==> config.mk <==
export PLATFORM = sky130hd
export DESIGN_NAME = adder_share_arbiter
export DESIGN_NICKNAME = d
export VERILOG_FILES = /design/src/rtl/adder_share_arbiter.sv
export SDC_FILE = /design/constraint.sdc
export NUM_CORES = 1
export LEC_CHECK = 0
export BUFFER_PORTS_ARGS = -buffer_cell sky130_fd_sc_hd__buf_4
export CORE_AREA = 2 2 157 159
export DETAILED_ROUTE_END_ITERATION = 8
export DIE_AREA = 0 0 159 161
export PLACE_DENSITY_LB_ADDON = 0.12
export SETUP_SLACK_MARGIN = 0.02
export SLEW_MARGIN = 15
export SYNTH_ARGS = -nofsm -noshare
export SYNTH_HDL_FRONTEND = slang
export SYNTH_SLANG_ARGS = --single-unit
export TNS_END_PERCENT = 1
==> constraint.sdc <==
create_clock -name clk -period 6.9 [get_ports clk]
set_input_delay 0.69 -clock clk [delete_from_list [all_inputs] [get_ports clk]]
set_output_delay 0.69 -clock clk [all_outputs]
set_load 0.1 [all_outputs]
==> src/rtl/adder_share_arbiter.sv <==
// Round-robin arbiter that time-shares one external combinational adder among N_REQ requesters.
// One operation in flight: operands registered onto the adder, result captured a cycle later.
module adder_share_arbiter #(
  parameter int N_REQ = 4,
  parameter int WIDTH = 32,
  parameter int ID_W  = 2
) (
  input  logic                   clk,
  input  logic                   rst_n,
  input  logic [N_REQ-1:0]       req_valid,
  output logic [N_REQ-1:0]       req_ready,
  input  logic [N_REQ*WIDTH-1:0] req_a,
  input  logic [N_REQ*WIDTH-1:0] req_b,
  output logic [WIDTH-1:0]       add_a,
  output logic [WIDTH-1:0]       add_b,
  input  logic [WIDTH-1:0]       add_s,
  input  logic                   add_cout,
  output logic                   rsp_valid,
  input  logic                   rsp_ready,
  output logic [ID_W-1:0]        rsp_id,
  output logic [WIDTH-1:0]       rsp_sum,
  output logic                   rsp_cout,
  output logic                   busy
);

  typedef enum logic [1:0] {IDLE, EXEC, RESP} state_t;

  state_t            state_reg, state_next;
  logic [ID_W-1:0]   rr_ptr_reg, rr_ptr_next;
  logic [ID_W-1:0]   grant_id;
  logic              grant_found;
  logic [ID_W:0]     pos;
  logic [WIDTH-1:0]  sel_a, sel_b;
  logic              accept;
  logic [N_REQ-1:0]  ready_comb;

  logic [WIDTH-1:0]  add_a_reg, add_b_reg, rsp_sum_reg;
  logic [ID_W-1:0]   rsp_id_reg;
  logic              rsp_cout_reg;

  // Search starting at rr_ptr, wrapping modulo N_REQ (works for non-power-of-two N_REQ).
  always_comb begin
    grant_found = 1'b0;
    grant_id    = '0;
    pos         = '0;
    for (int k = 0; k < N_REQ; k++) begin
      pos = {1'b0, rr_ptr_reg} + (ID_W+1)'(k);
      if (pos >= (ID_W+1)'(N_REQ)) begin
        pos = pos - (ID_W+1)'(N_REQ);
      end
      if (!grant_found && req_valid[pos[ID_W-1:0]]) begin
        grant_found = 1'b1;
        grant_id    = pos[ID_W-1:0];
      end
    end
  end

  always_comb begin
    sel_a = '0;
    sel_b = '0;
    for (int i = 0; i < N_REQ; i++) begin
      if (grant_id == ID_W'(i)) begin
        sel_a = req_a[i*WIDTH +: WIDTH];
        sel_b = req_b[i*WIDTH +: WIDTH];
      end
    end
  end

  always_comb begin
    state_next  = state_reg;
    rr_ptr_next = rr_ptr_reg;
    ready_comb  = '0;
    accept      = 1'b0;
    case (state_reg)
      IDLE: begin
        if (grant_found) begin
          ready_comb  = N_REQ'(1) << grant_id;
          accept      = 1'b1;
          state_next  = EXEC;
          rr_ptr_next = (grant_id == ID_W'(N_REQ-1)) ? '0 : grant_id + 1'b1;
        end
      end
      EXEC: state_next = RESP;
      RESP: begin
        if (rsp_ready) begin
          state_next = IDLE;
        end
      end
      default: state_next = IDLE;
    endcase
  end

  always_ff @(posedge clk or negedge rst_n) begin
    if (!rst_n) begin
      state_reg    <= IDLE;
      rr_ptr_reg   <= '0;
      add_a_reg    <= '0;
      add_b_reg    <= '0;
      rsp_id_reg   <= '0;
      rsp_sum_reg  <= '0;
      rsp_cout_reg <= 1'b0;
    end else begin
      state_reg  <= state_next;
      rr_ptr_reg <= rr_ptr_next;
      if (accept) begin
        add_a_reg  <= sel_a;
        add_b_reg  <= sel_b;
        rsp_id_reg <= grant_id;
      end
      // Adder inputs have been stable for a full cycle by the end of EXEC.
      if (state_reg == EXEC) begin
        rsp_sum_reg  <= add_s;
        rsp_cout_reg <= add_cout;
      end
    end
  end

  assign req_ready = rst_n ? ready_comb : '0;
  assign add_a     = add_a_reg;
  assign add_b     = add_b_reg;
  assign rsp_id    = rsp_id_reg;
  assign rsp_sum   = rsp_sum_reg;
  assign rsp_cout  = rsp_cout_reg;
  assign rsp_valid = (state_reg == RESP);
  assign busy      = (state_reg != IDLE);

endmodule
After elaboration in Yosys (flattened, before gate mapping)

Cells that the tools add are included.

Bits in registers: 103
Output and inout port bits: 105
Bits of input ports: 296

Reductions and logical operators: 11
Eq/ne operators: 7
Multiplexer cells: 37
Magnitude comparators: 8
Shift operators: 1
$add $sub $neg: 8

Operators with widths:

| operator              | number |
|---|---|
| $mux W32              | 8 |
| $mux W2               | 11 |
| $lt A2 B3 Y1 const B  | 4 |
| $mux W4               | 3 |
| $mux W1               | 10 |
| $ge A3 B3 Y1 const B  | 3 |
| $bmux W1 S2           | 4 |
| $sub A2 B1 Y2 const B | 4 |
| $add A2 B2 Y3 const B | 2 |
| $eq A2 B2 Y1 const B  | 3 |
| $pmux W2 S3           | 1 |
| $eq A2 B1 Y1 const B  | 2 |
| $logic_not A2 Y1      | 2 |
| $reduce_and A2 Y1     | 2 |
| $shl A1 B2 Y4 const A | 1 |
| $add A2 B1 Y3 const B | 1 |
| $ge A2 B3 Y1 const B  | 1 |
| $logic_and A1 B1 Y1   | 3 |
| $logic_not A1 Y1      | 3 |
| $add A2 B1 Y2 const B | 1 |
| $ne A2 B1 Y1 const B  | 1 |
| $ne A2 B2 Y1 const B  | 1 |
| $reduce_bool A2 Y1    | 1 |

Logic depth before layout (Yosys ltp)

Gate-level depths: netlist of the first run.

Depth in word-level cells: 19
Depth in mapped cells: 10
Depth with buffers taken out: 7

Worst setup path before layout of the first run

Ideal clock, no wire load.

Path type: in2out
From: in req_valid[0]
To: out req_ready[2]
Path buffers: 3
Required time: 6.210 ns
Arrival time: 3.153 ns
Slack: 3.057 ns
Stages: 8
Cell sequence: or4_1 buf_2 a21boi_0 nand3_1 ha_1 clkbuf_1 clkbuf_1 and3_1

Cells in the longest elaborated chain, start to end: 16
Elaborated cells on any way between the ends: 26
Those cells by class: shift: 1; mux: 19; reduce/logical: 6

Ends and longest elaborated chain:

| item                          | line | text |
|---|---|---|
| start: declaration            | 10   | `input logic [N_REQ-1:0] req_valid,` |
| $bmux W1 S2                   | 51   | `if (!grant_found && req_valid[pos[ID_W-1:0]]) begin` |
| $mux W1 (implied by the code) | 51   |  |
| $mux W1                       | 51   |  |
| $logic_not A1 Y1              | 51   |  |
| $logic_and A1 B1 Y1           | 51   |  |
| $mux W1                       | 51   |  |
| $logic_not A1 Y1              | 51   |  |
| $logic_and A1 B1 Y1           | 51   |  |
| $mux W1                       | 51   |  |
| $logic_not A1 Y1              | 51   |  |
| $logic_and A1 B1 Y1           | 51   |  |
| $mux W2                       | 51   |  |
| $shl A1 B2 Y4                 | 77   | `ready_comb = N_REQ'(1) << grant_id;` |
| $mux W4 (*)                   | 76   | `if (grant_found) begin` |
| $mux W4 (*)                   | 74   | `case (state_reg)` |
| $mux W4 (*)                   | 118  | `assign req_ready = rst_n ? ready_comb : '0;` |
| end: declaration              | 11   | `output logic [N_REQ-1:0] req_ready,` |

Mark *: on every way between the ends. The rest lies on a longest branch, timed or not. The select of a mux whose other input is x is not followed.

Worst setup path in the final report of the first run

Same ends and word-level chain as after synthesis.

==> flow_summary.json, run 1 <==
{
  "status": "complete, no violations",
  "cts_hold_buffers": 0,
  "synth_top_area_cell": "dfrtp_1",
  "grt_pass1_vias": 7121,
  "fin_worst_skew_ns": 0.0124,
  "syn-num-nets": 1003,
  "die_w_um": 159,
  "postCtsSetupBuffers": 0,
  "drtAntennaViolNets": 0,
  "drcViolationCount": 0,
  "path_class": "input port to output port",
  "areaGrowthSynthToFinish_pct": 56.6,
  "place_area_um2": 9410,
  "crit_fanout": 91,
  "synth.top_cell.area_share": 0.415,
  "grt_start_max_net_pins": 128,
  "synth_cell_types": 27,
  "clk_latency_ns": 0.35,
  "antenna_found_initial": 0,
  "synth_common_cells": "a21oi_1, dfrtp_1, inv_1",
  "slew_viol_final": 0,
  "cts_sinks": 103,
  "max_cap_viol_count": 0,
  "hold_viol": 0,
  "yosys-top-cells-area": "dfrtp_1, a21oi_1, a221o_1",
  "grt_pass1_wl_um": 41100,
  "root_buffer": "clkbuf_16",
  "drtIter0Drc": 317,
  "fin_cells": 1376,
  "num_io_pins": 401,
  "via_per_inst": 4.98,
  "cts_resized": 0,
  "slew_headroom": 0.204,
  "synth_cells": 703,
  "drive_above_1_share": 0.443,
  "core_area_um2": 24000,
  "syn_area_um2": 6210,
  "firstDrtPassIters": 5,
  "ys_seq_area_frac": 0.415,
  "arrival_ns": 3.68,
  "rsz0062_at_grt": "false",
  "yosysMostFrequentCell": "a21oi_1",
  "r2r_cells": 8,
  "dp_cells": 1360,
  "tightest_slew_ns": 1.19,
  "clkSlewWorstSetupHoldPaths_ns": 0.08,
  "synth_flop_cell": "dfrtp_1",
  "wl_per_cell_um": 19.5,
  "dr_total_vias": 6855,
  "fin_nets": 1347,
  "whs_ns": 0.361,
  "crit_required_ns": 6.21,
  "ys_ff_latch": 103,
  "tritoncts": "done",
  "fp-row-count": 57,
  "start_kind": "input port",
  "start_util": 0.259,
  "globalRouteOverflowTotal": 0,
  "htree_num_levels": 3,
  "gp_congestion": 0.785,
  "fmax_ghz": 0.229,
  "synth_edf_count": 0,
  "endpoint_kind": "output port",
  "setup_viol": 0,
  "period_share": 0.634,
  "grt.total_usage": 0.204,
  "tns_ns": 0,
  "numPortBuffers": 400,
  "postRouteWirelength_um": 26800,
  "numCtsBuffers": 9,
  "hold_class": "input port to async pin",
  "period_needed_ns": 4.37,
  "design_area_um2": 9720,
  "yosysWarnings": 0,
  "die_area_um2": 25600,
  "antennaDiodeCount": 0,
  "hpwl_um": 19100,
  "synthArstFlopShare": 1.00,
  "synth.avg_cell_area_um2": 8.83,
  "die_y_um": 161,
  "clockBufferDepth": 2
}
-- cells in the final DEF, fill, tap and decap left out --
cell       Yosys  final
a21boi_0       3      3
a21o_1         1      1
a21oi_1      130    130
a221o_1       64     64
a31oi_1       64     64
a41o_1         2      2
a41oi_2        1      1
and2_2         0      1
and3_1         6      6
buf_4          4    409
bufinv_16      0      1
clkbuf_16      0      9
clkinv_4       0      3
dfrtp_1      103    103
ha_2           0      1
ha_4           0      3
inv_1         68     68
inv_6          0      1
inv_8          0      2
mux2_2        33     33
mux2i_1        1      1
nand2_1       67     67
nand2b_1       4      4
nand3_1        3      3
nand3b_1      65     65
nor2_1         3      2
nor2_4         0      1
o21ai_0        2      2
o32a_1         1      1
or4_2          0      1
-- through the flow --
| step | worst slack, ns | utilization |
|---|---|---|
| after floorplan | 3.06 | - |
| after global placement | 2.48 | 0.393 |
| after detailed placement | 2.44 | 0.393 |
| after CTS | 2.44 | 0.406 |
| after global routing | 2.31 | 0.406 |
| final | 2.53 | 0.406 |
-- path summary, 6_finish.rpt --
path | startpoint | endpoint | slack (ns)
max in group asynchronous | rst_n | add_a[14] | 5.26
hold reg to reg | rsp_sum[3] | rsp_sum[3] | 0.51
hold / removal | rst_n | rsp_sum[26] | 0.36
setup / recovery | req_valid[0] | req_ready[2] | 2.53
setup reg to reg | rr_ptr_reg[1] | add_a[24] | 3.69
min in group clk | rsp_sum[3] | rsp_sum[3] | 0.51
-- area by class of cell --
| cell class | instances | area (um^2) |
|---|---|---|
| Sequential cell | 103 | 2580 |
| Clock inverter | 7 | 87.6 |
| Clock buffer | 9 | 225 |
| Multi-Input combinational cell | 456 | 3100 |
| Timing Repair Buffer | 409 | 3070 |
| Fill cell | 2517 | 14200 |
| Tap cell | 324 | 405 |
| Inverter | 68 | 255 |
-- logic make-up (layout without fill, tap and decap cells) --
| group | Yosys count | count (layout) | share of synthesized area |
|---|---|---|---|
| buffers and inverters | 144 | 493 | 0.0931 |
| muxes | 34 | 34 | 0.0615 |
| AOI/OAI and AO/OA | 268 | 268 | 0.286 |
| DFF | 103 | 103 | 0.415 |
| and+or+nand+nor | 150 | 150 | 0.136 |
| adders and majority gates | 4 | 4 | 0.00806 |
-- metal layers --
metal / GRT usage / up-vias / routed length, um / part of all wire
li1: - / 3261 / - / -
met1: 0.237 / 3293 / 10600 / 0.39
met2: 0.369 / 280 / 13600 / 0.51
met3: 0.0642 / 21 / 2210 / 0.083
met4: 0.0467 / 0 / 370 / 0.014
met5: 0 / - / 0 / 0
-- worst max-delay path, stage by stage --
cell and delay [ns]:
buf_4 0.13, or4_2 1.05, a21boi_0 0.27, nand3_1 0.17, ha_4 0.79, and3_1 0.28, buf_4 0.29
Power of run 1 is not shown: default switching activity piles up to over one toggle a cycle in this logic, so the estimate is an artifact.
==> run 2, diff against run 1 <==
--- a/config.mk
+++ b/config.mk
@@ -5,10 +5,11 @@
 export SDC_FILE = /design/constraint.sdc
 export NUM_CORES = 1
 export LEC_CHECK = 0
+export ABC_AREA = 1
 export BUFFER_PORTS_ARGS = -buffer_cell sky130_fd_sc_hd__buf_4
-export CORE_AREA = 2 2 157 159
+export CORE_AREA = 2 2 158 160
 export DETAILED_ROUTE_END_ITERATION = 8
-export DIE_AREA = 0 0 159 161
+export DIE_AREA = 0 0 160 162
 export PLACE_DENSITY_LB_ADDON = 0.12
 export SETUP_SLACK_MARGIN = 0.02
 export SLEW_MARGIN = 15
==> constraint.sdc (replaced) <==
create_clock -name clk -period 3.7 [get_ports clk]
set_input_delay 0.37 -clock clk [delete_from_list [all_inputs] [get_ports clk]]
set_output_delay 0.37 -clock clk [all_outputs]
set_load 0.1 [all_outputs]
==> run 2 against run 1 <==
  * Non-clock buffer count rose by 5
  * Area after synthesis fell by 0.93%
  * Worst hold slack got worse by 0.13 ns
  * Clock skew fell by 0.0012 ns
  * Design area fell by 0.17%
  * Register-to-register slack got worse by 3.2 ns
  * Die area rose by 1.3%
  * Count of clock-buffer cells in the layout did not move
  * Sequential share of layout area barely moved
  * Cell count rose by 13%
==> flow_summary.json, run 2 <==
{
  "hpwl_um": 18900,
  "gp_congestion": 0.821,
  "antenna_found_initial": 0,
  "numCtsBuffers": 9,
  "via_per_inst": 4.48,
  "globalRouteOverflowTotal": 0,
  "synth_edf_count": 0,
  "fillers": 2617,
  "crit_path_end": "add_b[0]",
  "multi_input_area_um2": 3210,
  "path_class": "register to register",
  "synthArstFlopShare": 1.00,
  "crit_required_ns": 3.99,
  "syn_area_um2": 6150,
  "seqCellArea_um2": 2580,
  "dr_total_vias": 6982,
  "tritoncts": "done",
  "hold_viol": 0,
  "core_area_um2": 24100,
  "postRouteWirelength_um": 25300,
  "cp_slowest_stage_delay_ns": 0.54,
  "clk_latency_ns": 0.35,
  "synth_top_area_cell": "dfrtp_1",
  "grt_pass1_vias": 6876,
  "syn-num-nets": 1162,
  "setup_viol": 0,
  "die_area_um2": 25900,
  "die_y_um": 162,
  "synth_common_cells": "nand2_1, o21ai_0, dfrtp_1",
  "wl_per_cell_um": 16.2,
  "root_buffer": "clkbuf_16",
  "crit_chain": "inv_4, nand2_1, nand2_1, nand2_2, nand2_4, nor2_8, nand3_4, nand3_1, inv_1, ha_2, nor2_4, buf_12, nand2_1, nand2_1, o21ai_0, o21ai_0, nand2_1, nand2_1",
  "drcViolationCount": 0,
  "layout_common_cells": "nand2_1, buf_4, o21ai_0",
  "rsz0062_at_grt": "false",
  "die_w_um": 160,
  "ys_seq_area_frac": 0.419,
  "numPortBuffers": 400,
  "startpoint": "rr_ptr_reg[0]",
  "drive_above_1_share": 0.390,
  "critical_path.most_common_cell": "nand2_1",
  "timing.rr.start": "rr_ptr_reg[0]",
  "rrSetupSlack_ns": 0.51,
  "fp-row-count": 57,
  "cts_sinks": 103,
  "yosysWarnings": 0,
  "areaGrowthSynthToFinish_pct": 57.8,
  "whs_ns": 0.235,
  "synth.top_cell.area_share": 0.419,
  "arrival_ns": 3.48,
  "crit_fanout": 39,
  "yosys-top-cells-area": "dfrtp_1, nand2_1, o21ai_0",
  "grt_start_max_net_pins": 75,
  "drtAntennaViolNets": 0,
  "synth_cell_types": 26,
  "grt_pass1_wl_um": 38800,
  "hold_class": "input port to register",
  "synth_cells": 862,
  "utilization": 0.403,
  "period_needed_ns": 3.19,
  "fin_worst_skew_ns": 0.0112,
  "crit_path_top_delay_cell": "dfrtp_1",
  "synth_flop_cell": "dfrtp_1",
  "ys_ff_latch": 103,
  "htree_num_levels": 3,
  "fmax_ghz": 0.314,
  "antennaDiodeCount": 0,
  "yosysMostFrequentCell": "nand2_1",
  "firstDrtPassIters": 6,
  "period_share": 0.861,
  "start_kind": "register",
  "synth.avg_cell_area_um2": 7.13,
  "status": "complete, no violations",
  "start_util": 0.255,
  "final_common_cell": "nand2_1",
  "tightest_slew_ns": 0.981,
  "max_cap_viol_count": 0,
  "r2r_cells": 18,
  "clkSlewWorstSetupHoldPaths_ns": 0.09,
  "clockBufferDepth": 2,
  "slew_viol_final": 0,
  "drtIter0Drc": 351,
  "grt.total_usage": 0.190,
  "num_io_pins": 401,
  "fin_nets": 1528,
  "endpoint_kind": "register",
  "slew_headroom": 0.346,
  "r2r_end": "add_b[0]"
}
==> run 2: changes by cell type after synthesis, moves of 27 or more <==
cell / previous run / this run
a21oi_1: 130 / 64
a221o_1: 64 / 0
a31oi_1: 64 / 0
clkbuf_1: 55 / 28
inv_1: 68 / 14
nand2_1: 67 / 422
nand3b_1: 65 / 0
o21ai_0: 2 / 130
==> run 2: what timing repair did <==
item	in CTS	in global routing
hold buffers	1	0
setup buffers	0	0
hold endpoints to repair	25	0
endpoints found under the setup margin	0	0
resized for setup	0	0
==> run 2: kinds of logic after synthesis <==
family | count (synthesis) | share of synthesized area
and+or+nand+nor | 449 | 0.287
AOI/OAI and AO/OA | 197 | 0.162
DFF | 103 | 0.419
buffers and inverters | 76 | 0.0637
muxes | 33 | 0.0604
adders and majority gates | 4 | 0.00814
==> run 2: per-stage QoR <==
step	cell area, um^2	worst slack [ns]	setup TNS, ns	instances
finish	9710	0.514	0	1557
detailed placement	9390	0.507	0	1540
floorplan	6150	-0.122	-0.122	862
global route	9710	0.135	0	1557
CTS	9710	0.442	0	1557
global placement	9390	0.567	0	1540
==> run 2: worst max-delay path: cells and delay by family (launching register included) <==
family,cells,cell delay (ns)
AO/OA/AOI/OAI,2,0.33
adder cells (fa/ha/maj),1,0.31
buffers and inverters,3,0.48
flip-flops,1,0.54
AND/OR/NAND/NOR,12,1.42
==> run 2: final cells by class <==
| cell class | count | share of cell area |
|---|---|---|
| flip-flops and latches | 103 | 0.266 |
| inverters | 17 | 0.00709 |
| well taps | 324 | 0.0418 |
| clock inverters | 7 | 0.00889 |
| multi-input cells | 683 | 0.330 |
| clock buffers | 9 | 0.0232 |
| repair buffers | 414 | 0.323 |
==> run 2: worst min path at each step <==
stage,to,cells past startpoint,startpoint,slack (ns)
detailed placement,rr_ptr_reg[0],1,rst_n,0.38
floorplan,add_a[0],0,rst_n,0.07
global placement,rr_ptr_reg[0],1,rst_n,0.38
CTS,rsp_sum[28],2,add_s[28],0.22
global route,rsp_sum[2],2,add_s[2],0.22
finish,rsp_sum[27],2,add_s[27],0.24
==> run 2: routing by layer <==
| metal | part of all wire | up-vias | routed length [um] | global-route usage |
|---|---|---|---|---|
| met2 | 0.50 | 289 | 12600 | 0.341 |
| met3 | 0.070 | 28 | 1770 | 0.0455 |
| li1 | - | 3512 | - | - |
| met1 | 0.41 | 3153 | 10400 | 0.228 |
| met4 | 0.018 | 0 | 444 | 0.0532 |
| met5 | 0 | - | 0 | 0 |
Power of run 2 is left out for the same reason.
==> run 3, diff against run 2 <==
--- a/config.mk
+++ b/config.mk
@@ -5,11 +5,11 @@
 export SDC_FILE = /design/constraint.sdc
 export NUM_CORES = 1
 export LEC_CHECK = 0
-export ABC_AREA = 1
+export ABC_CLOCK_PERIOD_IN_PS = 3700
 export BUFFER_PORTS_ARGS = -buffer_cell sky130_fd_sc_hd__buf_4
-export CORE_AREA = 2 2 158 160
+export CORE_AREA = 2 2 154 156
 export DETAILED_ROUTE_END_ITERATION = 8
-export DIE_AREA = 0 0 160 162
+export DIE_AREA = 0 0 156 158
 export PLACE_DENSITY_LB_ADDON = 0.12
 export SETUP_SLACK_MARGIN = 0.02
 export SLEW_MARGIN = 15
==> run 3 against run 2 <==
  * Routed wire length is 4.6% higher
  * Register-to-register slack improved by 0.43 ns
  * Clock skew down 0.0046 ns
  * Design area increased by 0.95%
  * Setup slack improved by 0.16 ns
  * Via count down 1.8%
==> flow_summary.json, run 3 (synthesis gave the netlist of run 1 again) <==
{
  "fin_worst_skew_ns": 0.00665,
  "fp-row-count": 56,
  "wl_per_cell_um": 19.6,
  "num_io_pins": 401,
  "gp_congestion": 0.805,
  "grt_pass1_wl_um": 38700,
  "layout_common_cells": "buf_4, a21oi_1, dfrtp_1",
  "cts_sinks": 103,
  "max_cap_viol_count": 0,
  "hold_class": "input port to async pin",
  "die_w_um": 156,
  "status": "complete, no violations",
  "start_util": 0.269,
  "tritoncts": "done",
  "core_area_um2": 23100,
  "grt_start_max_net_pins": 125,
  "rsz0062_at_grt": "false",
  "via_per_inst": 5.09,
  "grt_use_met2": 0.346,
  "clkSlewWorstSetupHoldPaths_ns": 0.07,
  "cts_resized": 0,
  "arrival_ns": 2.65,
  "fmax_ghz": 0.331,
  "period_share": 0.817,
  "clockBufferDepth": 2,
  "crit_path_top_delay_cell": "ha_4",
  "numCtsBuffers": 9,
  "firstDrtPassIters": 4,
  "dr_total_vias": 6856,
  "setup_viol": 0,
  "cp_slowest_stage_delay_ns": 0.62,
  "drtAntennaViolNets": 0,
  "critPathBufInv": 1,
  "antenna_found_initial": 0,
  "hold_viol": 0,
  "cts_hold_buffers": 0,
  "grt_pass1_vias": 6639,
  "final_common_cell": "buf_4",
  "slew_headroom": 0.428,
  "htree_num_levels": 3,
  "drive_above_1_share": 0.444,
  "fin_nets": 1351,
  "path_class": "register to output port",
  "endpoint_kind": "output port",
  "antennaDiodeCount": 0,
  "drcViolationCount": 0,
  "met3_usage": 0.0635,
  "start_kind": "register",
  "die_area_um2": 24600,
  "globalRouteOverflowTotal": 0,
  "use_met1": 0.246,
  "crit_fanout": 53,
  "slew_viol_final": 0,
  "areaGrowthSynthToFinish_pct": 57.9,
  "postCtsSetupBuffers": 0,
  "tightest_slew_ns": 0.858,
  "postRouteWirelength_um": 26400,
  "hpwl_um": 18800,
  "die_y_um": 158,
  "numPortBuffers": 400,
  "clk_latency_ns": 0.36,
  "crit_required_ns": 3.33,
  "critical_path.most_common_cell": "and3_1",
  "busiest_layer": "met2",
  "drtIter0Drc": 290,
  "crit_chain": "mux2i_1, a21boi_0, and3_1, ha_4, and3_1, buf_4",
  "crit_family": "adder cells",
  "period_needed_ns": 3.02,
  "grt.total_usage": 0.204,
  "root_buffer": "clkbuf_16",
  "tns_ns": 0
}
## run 3: cell count changes in the layout (fill, tap and decap cells not counted), sizes merged, moves of 4 or more
cell	previous run	this run
nand2	427	67
o21ai	133	2
a21oi	64	130
nand3b	0	65
a221o	0	64
a31oi	0	64
inv	20	71
nand3	11	3
and3	0	6
nand2b	0	4
nor2	7	3
## run 3: final cells by class
cell class / count / area, um^2
inverter: 68 / 255
tap: 290 / 363
fill: 2409 / 13300
clock buffer: 10 / 229
sequential: 103 / 2580
clock inverter: 6 / 77.6
multi-input combinational: 456 / 3100
timing repair buffer: 413 / 3200
## run 3: per-layer routing
metal / share of wire / wire, um
met1: 0.40 / 10700
met2: 0.48 / 12800
met3: 0.090 / 2370
met4: 0.022 / 590
met5: 0 / 0
## run 3: path summary, 6_finish.rpt
path | from | end | slack (ns) | cells past startpoint
setup / recovery | rr_ptr_reg[1] | req_ready[3] | 0.68 | 6
hold / removal | rst_n | rsp_sum[10] | 0.06 | 1
setup reg to reg | rr_ptr_reg[1] | add_b[2] | 0.94 | 9
hold reg to reg | rsp_sum[7] | rsp_sum[7] | 0.51 | 1
max in group asynchronous | rst_n | rr_ptr_reg[1] | 2.41 | 2
min in group clk | rsp_ready | state_reg[1] | 0.22 | 2
## run 3: worst register-to-register path, stage by stage (launching register included)
cell and delay [ns]:
dfrtp_1 0.43, mux2i_1 0.15, a21boi_0 0.22, and3_1 0.30
ha_4 0.42, buf_16 0.30, buf_4 0.30, a21oi_1 0.06
a221o_1 0.33, a31oi_1 0.16
## run 3: metrics by stage
step                      setup slack (ns)   util  instance area [um^2]  instances  hold WS, ns
final                                0.677  0.425                  9800       1346       0.0552
after global routing                 0.507  0.425                  9800       1346        0.108
after CTS                            0.248  0.424                  9770       1345       0.0824
after detailed placement             0.527  0.411                  9470       1329        0.470
after global placement               0.579  0.411                  9470       1329        0.477
after floorplan                      0.497      -                  6210        703       0.0744
Power of run 3 is left out for the same reason.
